File: config.mk
export PLATFORM = sky130hd
export DESIGN_NAME = hedios_tx_arbiter
export DESIGN_NICKNAME = d
export VERILOG_FILES = /design/src/rtl/hedios_tx_arbiter.sv
export SDC_FILE = /design/constraint.sdc
export NUM_CORES = 1
export LEC_CHECK = 0
export CAP_MARGIN = 20
export CELL_PAD_IN_SITES_DETAIL_PLACEMENT = 0
export CELL_PAD_IN_SITES_GLOBAL_PLACEMENT = 1
export CORE_UTILIZATION = 28
export CTS_BUF_LIST = sky130_fd_sc_hd__clkbuf_16
export CTS_CLUSTER_DIAMETER = 100
export DETAILED_ROUTE_END_ITERATION = 7
export GPL_TIMING_DRIVEN = 0
export PLACE_DENSITY_LB_ADDON = 0.05
export SLEW_MARGIN = 15
export SYNTH_ARGS = -nofsm -noshare
export SYNTH_HDL_FRONTEND = slang
export SYNTH_SLANG_ARGS = --single-unit
File: constraint.sdc
create_clock -name clk -period 4.1 [get_ports clk]
set_input_delay 0.82 -clock clk [delete_from_list [all_inputs] [get_ports clk]]
set_output_delay 0.82 -clock clk [all_outputs]
set_load 0.03 [all_outputs]
File: src/rtl/hedios_tx_arbiter.sv
// rtl/hedios_tx_arbiter.sv - N-way request arbiter feeding the Hedios serial TX packet queue.
// Registered push path: grant in IDLE, one-cycle PUSH strobe, one-cycle GAP for the queue's full-flag latency.
module hedios_tx_arbiter #(
  parameter int REQ_COUNT = 2,
  parameter bit PRIO_REQ0 = 1'b1,
  parameter int CNT_WIDTH = 16
) (
  input  logic                    clk,
  input  logic                    rst_n,
  input  logic                    arb_enable,
  input  logic [REQ_COUNT-1:0]    req_valid,
  input  logic [8*REQ_COUNT-1:0]  req_command,
  input  logic [32*REQ_COUNT-1:0] req_data,
  output logic [REQ_COUNT-1:0]    req_ready,
  input  logic                    tx_full,
  input  logic                    tx_empty,
  output logic [7:0]              tx_command,
  output logic [31:0]             tx_data,
  output logic                    tx_push_packet,
  output logic [3:0]              grant_id,
  output logic                    busy,
  output logic [CNT_WIDTH-1:0]    push_count
);

  typedef enum logic [1:0] {IDLE, PUSH, GAP} state_t;

  state_t                state_q, state_d;
  logic [3:0]            rr_ptr_q, rr_ptr_d;
  logic [7:0]            tx_command_q, tx_command_d;
  logic [31:0]           tx_data_q, tx_data_d;
  logic                  tx_push_q, tx_push_d;
  logic [REQ_COUNT-1:0]  req_ready_q, req_ready_d;
  logic [3:0]            grant_id_q, grant_id_d;
  logic [CNT_WIDTH-1:0]  push_count_q, push_count_d;

  logic [15:0] valid_pad;
  logic        win_found;
  logic        win_prio;
  logic [3:0]  win_idx;
  logic [4:0]  scan;
  logic [7:0]  sel_command;
  logic [31:0] sel_data;

  assign valid_pad = 16'(req_valid);

  // Round-robin search starts just after the last RR winner; index 0 is skipped when it owns strict priority.
  always_comb begin
    win_found = 1'b0;
    win_prio  = 1'b0;
    win_idx   = 4'd0;
    scan      = 5'd0;
    if (PRIO_REQ0 && req_valid[0]) begin
      win_found = 1'b1;
      win_prio  = 1'b1;
    end else begin
      for (int k = 1; k <= REQ_COUNT; k++) begin
        scan = {1'b0, rr_ptr_q} + 5'(k);
        if (scan >= 5'(REQ_COUNT)) begin
          scan = scan - 5'(REQ_COUNT);
        end
        if (!win_found && valid_pad[scan[3:0]] && !(PRIO_REQ0 && (scan == 5'd0))) begin
          win_found = 1'b1;
          win_idx   = scan[3:0];
        end
      end
    end
  end

  always_comb begin
    sel_command = 8'd0;
    sel_data    = 32'd0;
    for (int i = 0; i < REQ_COUNT; i++) begin
      if (win_idx == 4'(i)) begin
        sel_command = req_command[8*i +: 8];
        sel_data    = req_data[32*i +: 32];
      end
    end
  end

  always_comb begin
    state_d      = state_q;
    rr_ptr_d     = rr_ptr_q;
    tx_command_d = tx_command_q;
    tx_data_d    = tx_data_q;
    tx_push_d    = 1'b0;
    req_ready_d  = '0;
    grant_id_d   = grant_id_q;
    push_count_d = push_count_q;
    case (state_q)
      IDLE: begin
        if (arb_enable && !tx_full && win_found) begin
          state_d      = PUSH;
          tx_command_d = sel_command;
          tx_data_d    = sel_data;
          tx_push_d    = 1'b1;
          grant_id_d   = win_idx;
          for (int i = 0; i < REQ_COUNT; i++) begin
            req_ready_d[i] = (win_idx == 4'(i));
          end
          if (!win_prio) begin
            rr_ptr_d = win_idx;
          end
        end
      end
      PUSH: begin
        push_count_d = push_count_q + CNT_WIDTH'(1);
        state_d      = GAP;
      end
      GAP: begin
        state_d = IDLE;
      end
      default: begin
        state_d = IDLE;
      end
    endcase
  end

  always_ff @(posedge clk or negedge rst_n) begin
    if (!rst_n) begin
      state_q      <= IDLE;
      rr_ptr_q     <= 4'(REQ_COUNT - 1);
      tx_command_q <= 8'd0;
      tx_data_q    <= 32'd0;
      tx_push_q    <= 1'b0;
      req_ready_q  <= '0;
      grant_id_q   <= 4'd0;
      push_count_q <= '0;
    end else begin
      state_q      <= state_d;
      rr_ptr_q     <= rr_ptr_d;
      tx_command_q <= tx_command_d;
      tx_data_q    <= tx_data_d;
      tx_push_q    <= tx_push_d;
      req_ready_q  <= req_ready_d;
      grant_id_q   <= grant_id_d;
      push_count_q <= push_count_d;
    end
  end

  assign req_ready      = req_ready_q;
  assign tx_command     = tx_command_q;
  assign tx_data        = tx_data_q;
  assign tx_push_packet = tx_push_q;
  assign grant_id       = grant_id_q;
  assign push_count     = push_count_q;
  assign busy           = (state_q != IDLE) || !tx_empty;

endmodule

==> flow_summary.json, run 1 <==
{
  "end_kind": "register",
  "fillers": 1064,
  "grt-ovfl-total": 0,
  "cts_sinks": 69,
  "nets": 515,
  "io_buffers": 150,
  "pwr-share-comb_pct": 27.5,
  "synth.area.top_cells": "dfrtp_1, a221o_1, and3_1",
  "p_leak_nw": 2.38,
  "path_class": "register to register",
  "drt_iter0_drc": 122,
  "syn-instance-count": 258,
  "cts_resized": 0,
  "rsz0062_at_grt": "false",
  "wl_per_cell_um": 17.4,
  "ir_drop_mv": 0.336,
  "dp_hpwl_mm": 7.06,
  "netlist_area_um2": 3170,
  "first_pass_iters": 4,
  "drtAntennaViolNets": 0,
  "relSlewSlack_pct": 53.3,
  "ys_ff_latch": 69,
  "cts_tree": "built",
  "pwr-share-seq_pct": 35.5,
  "required_ns": 4.36,
  "synth_area_per_cell_um2": 12.3,
  "fin_crit_sh_pct": 73.2,
  "synth.top_cell.area_share_pct": 53.7,
  "num_vias": 2752,
  "swShare_pct": 29.0,
  "power_density_nw_per_um2": 459,
  "cp_max_fo": 10,
  "drive_gt1_share_pct": 7.29,
  "p_total_mw": 2.39,
  "setup_ws_ns": 1.10,
  "numCtsBuffers": 9,
  "dieArea_um2": 11700,
  "hold_viol_final": 0,
  "routed_wirelength_mm": 9.81,
  "htreeDepth": 3,
  "clkPwrFrac_pct": 37.0,
  "fin_skew_ns": 0.0102,
  "grt_pass1_wl_mm": 15.0,
  "n_antenna_cell": 0,
  "layout_commonest_cell": "clkdlybuf4s50_1",
  "row_count": 38,
  "routabilityCongestion": 0.730,
  "routed_via_density": 4.87,
  "cts_setup_buffers": 0,
  "grt_max_degree": 48,
  "syn2layout_area_growth_pct": 64.4,
  "cp.arrival_ns": 3.26,
  "insertion_delay_ns": 0.33,
  "rrSetupSlack_ns": 1.10,
  "grt_antenna_before_repair": 0,
  "die_x_um": 108,
  "start_util_pct": 29.0,
  "internal_power_mw": 1.70,
  "slowest_delay_ns": 0.60,
  "cts_max_path_buffers": 2,
  "grt_pass1_vias": 2781,
  "pin_count": 151,
  "grt_util_all_layers_pct": 17.0,
  "fmax_ghz": 0.333,
  "switchingPower_mw": 0.692,
  "setup_viol": 0,
  "crit_chain": "inv_1, ha_1, inv_1, ha_1, xor3_1, a32o_2, a31oi_2, buf_6, a221o_1",
  "yosysWarnings": 0,
  "hold_path_class": "primary input to asynchronous set/reset pin",
  "period_minus_slack_ns": 3.00,
  "ys_types": 34,
  "drc": 0,
  "slowest_stage": "a31oi_2",
  "mostFrequentLayoutCells": "clkdlybuf4s50_1, dfrtp_1, and3_1, a221o_1, xnor2_1",
  "tightestPinTransition_ns": 0.698,
  "syn_nets": 353,
  "yosysSeqAreaShare_pct": 54.5,
  "outcome": "completed",
  "slew_violations": 0,
  "path_clk_slew_ns": 0.06,
  "synth_top_area_cell": "dfrtp_1",
  "core_um2": 10900,
  "cts_hold_buf": 0,
  "final_util_pct": 47.6,
  "dp_slack_ns": 0.833,
  "maxCapViolCount": 0,
  "start_kind": "register",
  "clockRootBuffer": "clkbuf_16",
  "die_h_um": 108
}
metrics by stage:
stage	hold WS [ns]	std cells	area (um2)	setup TNS, ns
2_1_floorplan	0.524	258	3170	0
3_3_place_gp	0.462	548	4850	-31.66
3_5_place_dp	0.467	549	4870	0
4_1_cts	0.393	565	5210	0
5_1_grt	0.408	565	5210	0
6_report	0.389	565	5210	0
per-layer routing:
metal,vias up,track usage [%],part of all wire [%]
met1,1337,22.2,45
met2,104,26.7,46
li1,1305,-,-
met4,0,6.37,0.95
met3,6,4.76,7.9
met5,-,0,0
final timing paths:
path / start / to / cells after the start
max in group asynchronous: rst_n / state_q[0] / 2
min in group clk: grant_id[0] / grant_id[0] / 1
worst min register to register: grant_id[0] / grant_id[0] / 1
worst max-delay path: rr_ptr_q[0] / tx_data[30] / 9
worst max register to register: rr_ptr_q[0] / tx_data[30] / 9
worst min-delay path: rst_n / tx_data[24] / 1
critical path, delay by kind of cell, from the launching register on:
family | cells | cell delay, ns
AO/OA/AOI/OAI | 3 | 1.02
XOR/XNOR | 1 | 0.35
adder cells (fa/ha/maj) | 2 | 0.57
buffers and inverters | 3 | 0.40
flip-flops | 1 | 0.59
area by class of cell:
cell class                      instances  area [um2]  share of cell area [%]
Sequential cell                        69        1730                    33.2
Timing Repair Buffer                  151        1530                    29.3
Multi-Input combinational cell        162        1270                    24.4
Clock buffer                            9         225                    4.32
Tap cell                              140         175                    3.36
Buffer                                 18         135                    2.59
Clock inverter                          7         114                    2.19
Inverter                                9        33.8                   0.648
kinds of logic after synthesis:
logic type / Yosys count / share of synthesized area [%]
flops: 69 / 54.5
fa+ha+maj: 8 / 3.16
buf+inv: 27 / 5.33
compound gates: 49 / 14.8
xor+xnor: 18 / 5.45
mux: 2 / 0.671
simple gates: 85 / 16.0
cells in the mapped netlist:
library cell,instances
dfrtp_1,68
and3_1,42
a221o_1,38
xnor2_1,14
buf_6,9
clkbuf_1,9
inv_1,9
nand2_1,9
nand3_1,9
ha_1,8
nor2_1,6
and2_1,4
nand4_1,4
nor2b_1,4
a21oi_1,3
xor2_1,3
nor4bb_1,2
a21o_1,1
a221o_2,1
a221oi_1,1
a222oi_1,1
a22o_1,1
a31oi_2,1
a32o_2,1
and4_1,1
dfstp_2,1
mux2_2,1
mux2i_1,1
nand3b_1,1
nor3b_1,1
nor4b_2,1
o21ai_0,1
or4b_1,1
xor3_1,1
sequential cells by signal, summed over array words and instances (netlist names):
signal and count:
grant_id 4, state_q 2, tx_push_packet 1, tx_data 32, req_ready 2, push_count 16, tx_command 8, rr_ptr_q 4
power groups by stage:
stage | clock network, mW | logic, mW | registers (mW)
after floorplan | 0 | 0.129 | 1.05
after global placement | 0 | 0.656 | 0.858
after detailed placement | 0 | 0.660 | 0.860
after CTS | 0.915 | 0.664 | 0.849
after global routing | 0.943 | 0.695 | 0.864
final | 0.885 | 0.656 | 0.849
Power figures use the tool's default switching activity.
==> run 2, diff against run 1 <==
clock period = 2.45 ns   (was 4.1 ns; I/O delays follow)
==> run 2 against run 1 <==
Effect of this change:
- the run now ends with negative setup slack left
- design area is 3.3% higher
- critical path depth unchanged
- global-route usage up 0.30 points
- largest cell class is now non-clock buffers
- final cell count is 2.3% higher
- power grew 63%
- clock-buffer cell count unchanged
- die area stayed put
- first-iteration DRC count increased by 4.1%
- wire length up 2.6%
- critical path type unchanged
- combinational power up 69%
- core utilization is 1.6 points higher
==> flow_summary.json, run 2 (synthesis gave the netlist of run 1 again) <==
{
  "outcome": "finished with violations",
  "violations": "negative setup slack",
  "cts_tree": "built",
  "cp.arrival_ns": 2.73,
  "cp_max_fo": 10,
  "htreeDepth": 3,
  "grt_max_degree": 53,
  "nets": 528,
  "p_leak_nw": 2.45,
  "grt_antenna_before_repair": 0,
  "cts_max_path_buffers": 2,
  "core_um2": 10900,
  "hold_viol_final": 0,
  "setup_viol": 41,
  "start_kind": "register",
  "required_ns": 2.65,
  "wl_per_cell_um": 17.4,
  "layout_commonest_cell": "clkdlybuf4s50_1",
  "n_antenna_cell": 0,
  "p_total_mw": 3.88,
  "grt_util_all_layers_pct": 17.3,
  "path_clk_slew_ns": 0.06,
  "cts_hold_buf": 0,
  "drc": 0,
  "slew_violations": 0,
  "path_class": "register to register",
  "syn2layout_area_growth_pct": 69.9,
  "io_buffers": 150,
  "setup_ws_ns": -0.0856,
  "whs_ns": 0.0420,
  "start_util_pct": 29.0,
  "fin_crit_sh_pct": 103,
  "first_pass_iters": 4,
  "hold_path_class": "primary input to asynchronous set/reset pin",
  "multi_input_area_um2": 1360,
  "num_vias": 2795,
  "fin_skew_ns": 0.0108,
  "drtAntennaViolNets": 0,
  "row_count": 38,
  "power_density_nw_per_um2": 721,
  "tightestPinTransition_ns": 0.838,
  "grt_pass1_vias": 2771,
  "fmax_ghz": 0.394,
  "grt_pass1_wl_mm": 15.3,
  "largest_reg_flops": 32,
  "maxCapViolCount": 0,
  "routed_via_density": 4.84,
  "relSlewSlack_pct": 44.0,
  "dieArea_um2": 11700,
  "die_x_um": 108,
  "insertion_delay_ns": 0.33,
  "rsz0062_at_grt": "true",
  "period_minus_slack_ns": 2.54,
  "drive_gt1_share_pct": 12.3,
  "dp_hpwl_mm": 7.03,
  "clockRootBuffer": "clkbuf_16",
  "routed_wirelength_mm": 10.1,
  "place_area_um2": 4920,
  "grt-ovfl-total": 0,
  "mostFrequentLayoutCells": "clkdlybuf4s50_1, dfrtp_1, and3_1, a221o_1",
  "cts_sinks": 69,
  "regArea_um2": 1730,
  "drt_iter0_drc": 127,
  "end_kind": "register",
  "die_h_um": 108,
  "pin_count": 151,
  "final_area_um2": 5380,
  "dp_slack_ns": -0.273,
  "fillers": 1068,
  "ir_drop_mv": 0.367,
  "routabilityCongestion": 0.710,
  "numCtsBuffers": 9
}
==> run 2: cell types whose count changed in the layout (fill, tap and decap cells not counted), moves of 2 or more <==
cell and delta:
buf_4 +7, buf_6 +4, ha_1 -3, ha_4 +2
inv_1 -2, inv_2 +2
==> run 2: metal layers <==
metal	global-route usage, %	part of all wire, %	up-vias
met1	23.2	47	1372
met4	4.63	0.55	0
met2	27.2	46	93
li1	-	-	1328
met3	4.94	7.0	2
met5	0	0	-
==> run 2: worst paths after layout <==
path	slack, ns	cells past startpoint	from	endpoint
worst min-delay path	0.04	1	rst_n	tx_command[6]
worst max-delay path	-0.09	9	rr_ptr_q[0]	tx_data[27]
min in group clk	0.48	1	push_count[15]	push_count[15]
worst max register to register	-0.09	9	rr_ptr_q[0]	tx_data[27]
max in group asynchronous	1.80	2	rst_n	rr_ptr_q[0]
worst min register to register	0.48	1	push_count[15]	push_count[15]
==> run 2: critical path, stage by stage (launching register included) <==
cell and delay (ns):
dfstp_2 0.58, ha_2 0.24, xnor2_2 0.14, ha_4 0.16
xor3_1 0.21, a32o_2 0.29, a22o_1 0.21, buf_6 0.15
buf_6 0.15, a221o_1 0.30
==> run 2: final cells by class <==
cell class | count | share of cell area (%)
Sequential cell | 69 | 32.1
Timing Repair Buffer | 163 | 30.4
Multi-Input combinational cell | 163 | 25.3
Clock buffer | 9 | 4.18
Tap cell | 140 | 3.25
Buffer | 18 | 2.58
Clock inverter | 7 | 1.53
Inverter | 9 | 0.674
==> run 2: what timing repair did <==
action / 4_1_cts / 5_1_grt
pin swaps: 4 / 3
cloned: 4 / 0
setup endpoints to repair: 50 / 46
gates resized for setup: 15 / 2
buffers inserted: 8 / 2
==> run 2: power by group <==
part	switching (mW)	internal [mW]	total [mW]
combinational	0.555	0.557	1.11
sequential	0.118	1.30	1.42
clock	0.473	0.877	1.35
==> run 2: stage by stage <==
stage,TNS [ns],std cells,util (%)
after floorplan,0,258,-
after global placement,-125.70,548,44.8
after detailed placement,-10.03,549,45.0
after CTS,-2.77,576,49.0
after global routing,-5.47,578,49.2
final,-2.43,578,49.2
==> run 3, diff against run 2 <==
CORE_ASPECT_RATIO = 1.25   (was default)
==> run 3 against run 2 <==
Effect of this change:
- the flow still finishes with violations (negative setup slack)
- sequential share of layout area decreased by 0.82 points
- clock skew decreased by 0.0045 ns
- critical path depth up 3
- design area grew 2.6%
- wire length shrank 1.0%
- critical path type unchanged
- die area barely moved
- global-route usage is 0.34 points lower
- flip-flop and latch count unchanged
- clock-buffer cell count did not move
- largest cell class unchanged
- core utilization grew 0.62 points
- first-iteration DRC count decreased by 14%
- final cell count is the same
==> flow_summary.json, run 3 (synthesis gave the netlist of run 1 again) <==
{
  "outcome": "finished with violations",
  "violations": "negative setup slack",
  "largest_reg_flops": 32,
  "fillers": 1034,
  "grt.busiest_layer": "met2",
  "insertion_delay_ns": 0.33,
  "setup_ws_ns": -0.148,
  "row_count": 43,
  "num_vias": 2847,
  "drc": 0,
  "whs_ns": 0.0657,
  "path_class": "register to register",
  "p_total_mw": 3.64,
  "die_h_um": 121,
  "tightestPinTransition_ns": 0.637,
  "relSlewSlack_pct": 57.3,
  "slowest_stage": "dfstp_2",
  "hold_viol_final": 0,
  "io_buffers": 150,
  "clockRootBuffer": "clkbuf_16",
  "dp_hpwl_mm": 6.61,
  "drive_gt1_share_pct": 14.4,
  "grt_max_degree": 47,
  "gr-usage-met2_pct": 26.8,
  "hold_path_class": "primary input to asynchronous set/reset pin",
  "routed_wirelength_mm": 9.96,
  "layout_commonest_cell": "clkdlybuf4s50_1",
  "cp.arrival_ns": 2.86,
  "pin_count": 151,
  "maxCapViolCount": 0,
  "htreeDepth": 3,
  "start_kind": "register",
  "power_density_nw_per_um2": 658,
  "first_pass_iters": 4,
  "grtUsageMet3_pct": 4.78,
  "fmax_ghz": 0.385,
  "core_um2": 11100,
  "required_ns": 2.71,
  "fin_setup_tns_ns": -5.10,
  "syn2layout_area_growth_pct": 74.3,
  "dieArea_um2": 11800,
  "grt_pass1_vias": 2862,
  "routed_via_density": 4.93,
  "cts_tree": "built",
  "drtAntennaViolNets": 0,
  "routabilityCongestion": 0.728,
  "grt-ovfl-total": 0,
  "grt_util_all_layers_pct": 17.0,
  "regArea_um2": 1730,
  "n_antenna_cell": 0,
  "die_x_um": 97.2,
  "cts_sinks": 69,
  "final_util_pct": 49.9,
  "mostFrequentLayoutCells": "clkdlybuf4s50_1, dfrtp_1, and3_1, a221o_1",
  "drt_iter0_drc": 109,
  "p_leak_nw": 2.49,
  "ir_drop_mv": 0.286,
  "cts_hold_buf": 0,
  "start_util_pct": 28.6,
  "multi_input_area_um2": 1440,
  "crit_chain": "inv_4, ha_4, inv_2, ha_4, inv_4, a221oi_4, buf_4, and3_4, a22o_4, buf_12, clkbuf_16, a221o_1",
  "setup_viol": 45,
  "slowest_delay_ns": 0.61,
  "wl_per_cell_um": 17.2,
  "grt_antenna_before_repair": 0,
  "grt_pass1_wl_mm": 15.6,
  "nets": 535,
  "cp_max_fo": 8,
  "path_clk_slew_ns": 0.05,
  "period_minus_slack_ns": 2.60,
  "met1_usage_pct": 21.8,
  "cts_max_path_buffers": 2,
  "numCtsBuffers": 9,
  "dp_slack_ns": -0.355,
  "fin_crit_sh_pct": 106,
  "slew_violations": 0,
  "fin_skew_ns": 0.00637,
  "rsz0062_at_grt": "true",
  "end_kind": "register"
}
-- run 3: cell count changes in the layout (fill, tap and decap cells not counted), moves of 2 or more --
cell	delta
inv_1	-3
nor2b_4	+2
buf_6	-7
bufinv_16	-2
nor2b_1	-2
buf_4	+5
buf_8	+3
clkinv_1	+2
clkbuf_16	+4
-- run 3: metrics by stage --
stage,instances,instance area (um2)
finish,578,5530
global route,578,5530
CTS,570,5320
detailed placement,544,4920
global placement,543,4890
floorplan,258,3220
-- run 3: final timing paths --
| kind | from | to | slack [ns] | cells past startpoint |
|---|---|---|---|---|
| setup / recovery | rr_ptr_q[0] | tx_data[3] | -0.15 | 12 |
| hold / removal | rst_n | push_count[11] | 0.07 | 1 |
| setup reg to reg | rr_ptr_q[0] | tx_data[3] | -0.15 | 12 |
| hold reg to reg | push_count[15] | push_count[15] | 0.48 | 1 |
| max in group asynchronous | rst_n | tx_data[29] | 1.83 | 2 |
| min in group clk | push_count[15] | push_count[15] | 0.48 | 1 |
-- run 3: final cells by class --
type                    count  area share (%)
plain buffers              18            2.88
flip-flops and latches     69            31.3
well taps                 135            3.06
repair buffers            170            31.6
clock inverters             5           0.362
clock buffers               9            4.08
multi-input cells         163            26.0
inverters                   9           0.770
-- run 3: routing by layer --
metal  vias up  share of wire (%)
li1       1344                  -
met1      1390                 44
met2       103                 48
met3        10                6.9
met4         0                1.5
met5         -                  0
-- run 3: power breakdown --
group          internal, mW  switching [mW]
clock                 0.656           0.446
sequential             1.30           0.117
combinational         0.560           0.553
total                  2.52            1.12
-- run 3: worst max-delay path, delay by kind of cell, from the launching register on --
| family | cells | cell delay (ns) |
|---|---|---|
| buf+inv | 6 | 0.61 |
| flops | 1 | 0.61 |
| compound gates | 3 | 0.61 |
| fa+ha+maj | 2 | 0.53 |
| simple gates | 1 | 0.16 |
-- run 3: timing repair --
action,CTS,global route
resized for setup,15,16
pin swaps,19,11
endpoints found under the setup margin,49,49
cloned,3,5
setup buffers,9,3
